`src/rtl/lfsr_rng.sv`:
```
// Galois LFSR random-number generator with bounded draws by rejection sampling.
// Define LFSR_LOCKUP_GUARD_EN to block the all-zero lock-up state.
module lfsr_rng #(
  parameter int               WIDTH        = 16,
  parameter int               OUT_W        = 8,
  parameter logic [WIDTH-1:0] TAPS         = 16'hB400,
  parameter logic [WIDTH-1:0] DEFAULT_SEED = 16'hACE1,
  parameter int               MAX_TRIES    = 4
) (
  input  logic             clk,
  input  logic             clr,
  input  logic             seed_load,
  input  logic [WIDTH-1:0] seed,
  input  logic             req,
  input  logic [OUT_W-1:0] limit,
  output logic             busy,
  output logic             valid,
  output logic [OUT_W-1:0] rnd,
  output logic             fallback,
  output logic             bit_out
);

  localparam int CW = $clog2(MAX_TRIES + 1);

  typedef enum logic [1:0] {
    IDLE,
    DRAW,
    DONE
  } fsm_t;

  fsm_t             fsm, fsm_nx;
  logic [WIDTH-1:0] state, state_nx;
  logic [WIDTH-1:0] step_v, load_v;
  logic [OUT_W-1:0] cand;
  logic [OUT_W-1:0] lim_r, lim_nx;
  logic [OUT_W-1:0] rnd_nx;
  logic             fb_nx;
  logic [CW-1:0]    tries, tries_nx;
  logic             accept;

  assign step_v = (state >> 1) ^ (state[0] ? TAPS : '0);

`ifdef LFSR_LOCKUP_GUARD_EN
  assign load_v = (seed == '0) ? DEFAULT_SEED : seed;
`else
  assign load_v = seed;
`endif

  always_comb begin
    state_nx = step_v;
    if (seed_load) begin
      state_nx = load_v;
    end
`ifdef LFSR_LOCKUP_GUARD_EN
    else if (state == '0) begin
      state_nx = DEFAULT_SEED;
    end
`endif
  end

  assign cand   = state[OUT_W-1:0];
  assign accept = (lim_r == '0) || (cand < lim_r);

  always_comb begin
    fsm_nx   = fsm;
    lim_nx   = lim_r;
    tries_nx = tries;
    rnd_nx   = rnd;
    fb_nx    = fallback;
    unique case (fsm)
      IDLE: begin
        if (req) begin
          lim_nx   = limit;
          tries_nx = '0;
          fsm_nx   = DRAW;
        end
      end
      DRAW: begin
        if (accept) begin
          rnd_nx = cand;
          fb_nx  = 1'b0;
          fsm_nx = DONE;
        end else begin
          tries_nx = tries + 1'b1;
          if (tries_nx == CW'(MAX_TRIES)) begin
            rnd_nx = '0;
            fb_nx  = 1'b1;
            fsm_nx = DONE;
          end
        end
      end
      DONE: begin
        fsm_nx = IDLE;
      end
      default: begin
        fsm_nx = IDLE;
      end
    endcase
  end

  always_ff @(posedge clk or posedge clr) begin
    if (clr) begin
      state    <= DEFAULT_SEED;
      fsm      <= IDLE;
      lim_r    <= '0;
      tries    <= '0;
      rnd      <= '0;
      fallback <= 1'b0;
    end else begin
      state    <= state_nx;
      fsm      <= fsm_nx;
      lim_r    <= lim_nx;
      tries    <= tries_nx;
      rnd      <= rnd_nx;
      fallback <= fb_nx;
    end
  end

  assign busy    = (fsm == DRAW);
  assign valid   = (fsm == DONE);
  assign bit_out = state[0];

endmodule
```
`config.mk`:
```
export PLATFORM = sky130hd
export DESIGN_NAME = lfsr_rng
export DESIGN_NICKNAME = d
export VERILOG_FILES = /design/src/rtl/lfsr_rng.sv
export SDC_FILE = /design/constraint.sdc
export NUM_CORES = 1
export LEC_CHECK = 0
export ABC_CLOCK_PERIOD_IN_PS = 2620
export CAP_MARGIN = 20
export CORE_ASPECT_RATIO = 1.4
export CORE_MARGIN = 3
export CORE_UTILIZATION = 46
export CTS_CLUSTER_DIAMETER = 40
export CTS_CLUSTER_SIZE = 28
export DETAILED_ROUTE_END_ITERATION = 7
export GPL_ROUTABILITY_DRIVEN = 0
export PLACE_DENSITY = 0.87
export SLEW_MARGIN = 20
export SYNTH_ARGS = -nofsm -noshare
export SYNTH_HDL_FRONTEND = slang
export SYNTH_SLANG_ARGS = --single-unit
```
`constraint.sdc`:
```
create_clock -name clk -period 2.62 [get_ports clk]
set_input_delay 0.393 -clock clk [delete_from_list [all_inputs] [get_ports clk]]
set_output_delay 0.393 -clock clk [all_outputs]
set_load 0.05 [all_outputs]
```
# After elaboration in Yosys (flattened, before gate mapping)
# Cells that the tools add are included.
# Widths: inputs -> output; s select.
# word_totals
register_bits,38
output_inout_bits,12
word_cells,37
# op_classes
bitwise_logic,1
n_lt_le_gt_ge,1
n_eq_ne,6
reduce_logical,9
n_mux,13
addsub,1
# op_table
operator,n
$mux 16,2
$mux 8,2
$xor 15x16->16,1
$logic_not 8->1,1
$lt 8x8->1,1
$mux 2,3
$mux 3,2
$pmux 3 s2,1
$reduce_and 2->1,3
$ne 2x2->1 const B,2
$pmux 2 s2,1
$reduce_bool 2->1,2
$add 3x1->3 const B,1
$eq 3x3->1 const B,1
$ne 3x1->1 const B,1
$reduce_and 3->1,1
$eq 2x1->1 const B,1
$eq 2x2->1 const B,1
$logic_not 2->1,1
$mux 1,2
$logic_or 1x1->1,1

# Longest topological paths before layout
# depth
ltp_word,5
depth_mapped,8
mapped_depth_nobuf,7

# Least setup slack after synthesis
# No wires, ideal clock.
# synth_path
path_type,register to register
start,register state[0]
end,register rnd[0]
arrival_time_ps,1888
stages_incl_launch_ff,8
slack_ps,611
required_time_ps,2499
period_less_slack_ps,2009
setup_time_ps,121
path_buffers,2
cell_sequence,dfstp_2 -> buf_2 -> nand2b_1 -> a2111oi_1 -> o32a_2 -> and2_1 -> buf_4 -> a22o_1
# synth_between
elab_chain_cells,4
word_cells_on_any_way,5
classes_between,order compare: 1; mux: 1; reduce/logical: 3
# synth_rtl
element,line_no,rtl
"start, declared",32,"logic [WIDTH-1:0] state, state_nx;"
"start signal, assigned",110,state <= state_nx;
$lt 8x8->1,62,assign accept = (lim_r == '0) || (cand < lim_r);
$logic_or 1x1->1,62,
$reduce_bool 2->1 (no line),--,
$reduce_and 2->1 (no line),--,
"end signal, assigned",114,rnd <= rnd_nx;
"end, declared",18,"output logic [OUT_W-1:0] rnd,"
# Parallel ways exist; a longest one is shown, timed or not.
# A chain may end at the register's enable or synchronous reset.

# Final worst setup path
# layout_path
start,register fsm[1]
end,output port busy
# layout_between
elab_chain_cells,1
# layout_rtl
element,line_no,rtl
"start, declared",31,"fsm_t fsm, fsm_nx;"
"start signal, assigned",111,fsm <= fsm_nx;
$eq 2x1->1,119,assign busy = (fsm == DRAW);
"end, declared",16,"output logic busy,"
# Every way passes these cells.

==> impl_metrics.csv <==
group,metric,value,unit
status,status,"completed",
yosys,synth_top_cell_by_area,"dfrtp_1",
yosys,synthFlopType,"dfrtp_1",
floorplan,io_pins,40,
detailed_routing,drt_iter0_markers,27,
cts,cts-resized-gates,0,
global_routing,track_usage,18.7,%
yosys,synthArstFlopShare,100,%
timing,setup_viol,0,
setup_path,crit_type,"reg2out",
cts,postCtsSetupBuffers,0,
cts,clock_latency,290,ps
yosys,syn_avg_cell_area,11.7,sq um
yosys,synth-seq-area-share,56.6,%
layout,final_cell_count_no_fill,227,
yosys,postSynthCellCount,145,
cts,cts_sinks,38,
detailed_routing,vias_per_cell,5.47,
global_routing,grtUsageMet2,32.8,%
timing,slew_violations,0,
global_routing,grt_max_degree,39,
timing,fin_skew,9.20,ps
job,maxCapViolations,0,
cts,cts-htree-levels,2,
yosys,synth_area,1700,sq um
min_path,worstHoldPathType,"reg2reg",
setup_path,arrival,1820,ps
detailed_routing,postRouteWirelength,3.70,mm
global_routing,grt_pass1_vias,1352,
timing,period_minus_slack,2210,ps
yosys,synth_warnings,0,
cts,clkTransAtPathRegs,70,ps
cts,clock_path_buffers,2,
timing,tightest_slew,743,ps
global_routing,met3_usage,6.99,%
layout,nets,223,
global_routing,busiest_layer,"met2",
timing,fin_setup_tns,0,ps
timing,finalHoldViolations,0,
cts,cts_tree,"yes",
setup_path,path_max_fanout,4,
yosys,synth_nets,182,
power,total_power,0.00237,W
floorplan,core-area,3470,sq um
layout,layout_commonest_cell,"clkdlybuf4s50_1",
timing,rsz0062_at_grt,"false",
yosys,synth_edf_count,0,
setup_path,crit_path_start_kind,"register",
timing,fmax,453,MHz
detailed_routing,drtPass1Iterations,4,
global_routing,globalRouteOverflowTotal,0,
floorplan,num_rows,25,
place,io_buffers,39,
yosys,synth.top_cell.area_share,44.2,%
setup_path,crit_required,2230,ps
global_routing,grt_pass1_wl,6.15,mm
layout,drive_gt1_share,14.4,%
timing,relSlewSlack,50.3,%
floorplan,die_x,57.3,um
detailed_routing,vias,1241,
cts,root_buffer,"clkbuf_8",
yosys,ys_ff_latch,38,
power,peakVddDrop,0.768,mV
layout,n_antenna_cell,0,
detailed_routing,wl_per_cell,16.3,um
power,p_leak,0.957,nW
global_routing,grt_antenna_before_repair,0,
global_routing,use_met1,17.8,%
setup_path,r2r_slack,610,ps
layout,fin_util,63.3,%
detailed_routing,route.detailed.drc,0,
place,dp_cells,219,
yosys,yosysUniqueCellTypes,31,
timing,period_share,84.3,%
cts,cts_buffers,5,
floorplan,initial_core_util,48.9,%
power,powerDensity,1080,nW/um^2
cts,cts_hold_buf,0,
detailed_routing,ant_nets,0,
floorplan,dieHeight,77.9,um
setup_path,endpoint_kind,"output port",
yosys,netlist_top_cells_area,"dfrtp_1 (44%), dfstp_2 (12%), ha_1 (6.6%)",
layout,layout_common_cells,"clkdlybuf4s50_1 (39), dfrtp_1 (30), nand2_1 (18)",
layout,area_growth,29.5,%
floorplan,die-area,4470,sq um
place,hpwlAfterDp,2.90,mm
-- critical path, stage by stage, from the launching register on --
cell	delay, ps
dfrtp_1	390
nand2b_1	210
inv_2	120
clkdlybuf4s50_1	810
-- per-layer routing --
layer	wire length (um)	up-vias
li1	-	581
met1	1330	602
met2	2020	44
met3	220	14
met4	132	0
met5	0	-
-- through the flow --
stage / setup slack, ps / hold WS (ps) / cell area (sq um)
2_1_floorplan: 611 / 434 / 1700
3_3_place_gp: 753 / 440 / 2120
3_5_place_dp: 616 / 471 / 2120
4_1_cts: 401 / 487 / 2200
5_1_grt: 333 / 509 / 2200
6_report: 412 / 478 / 2200
-- synth_stat cells, drive strengths merged, types with 2 or more instances --
library cell,number
dfrtp,30
nand2,18
mux2,13
o21ai,12
inv,11
ha,9
a22o,8
dfstp,8
clkbuf,4
nand2b,4
nor2,4
a21oi,3
xnor2,3
and2,2
buf,2
mux2i,2
o21a,2
or4,2
-- cells by family (layout without fill, tap and decap cells) --
group                      after synthesis  after routing  synth area share [%]
DFF                                     38             38                  56.6
buffers and inverters                   17             59                  4.05
AOI/OAI and AO/OA                       31             31                  12.7
muxes                                   15             15                  9.80
and+or+nand+nor                         32             32                  8.69
adders and majority gates                9              9                  6.63
xor gates and xnor gates                 3              3                  1.55
-- power breakdown --
part | internal (W) | total [W] | switching (W)
registers | 0.000782 | 0.000906 | 0.000124
logic | 0.000428 | 0.00108 | 0.000656
clock network | 0.000189 | 0.000378 | 0.000189
total | 0.00140 | 0.00237 | 0.000969
-- state kept, by name (all words and copies together), names as in the netlist --
signal    cells
state        16
lim_r         8
rnd           8
tries         3
fsm           2
fallback      1
-- cell type report --
class | count | area, sq um
flip-flops and latches | 38 | 961
multi-input cells | 90 | 668
clock buffers | 8 | 80.1
fillers | 290 | 1270
inverters | 11 | 41.3
well taps | 40 | 50.0
repair buffers | 40 | 398
-- final timing paths --
| kind | startpoint | to | cells past startpoint |
|---|---|---|---|
| hold / removal | state[8]$_DFF_PP0_ | state[7]$_DFF_PP1_ | 1 |
| min in group asynchronous | clr | state[1]$_DFF_PP0_ | 3 |
| setup reg to reg | state[3]$_DFF_PP0_ | rnd[3]$_DFFE_PP0P_ | 6 |
| hold reg to reg | state[8]$_DFF_PP0_ | state[7]$_DFF_PP1_ | 1 |
| max in group asynchronous | clr | state[13]$_DFF_PP1_ | 3 |
| setup / recovery | fsm[1]$_DFFE_PP0P_ | busy | 3 |
Power figures use the tool's default switching activity.
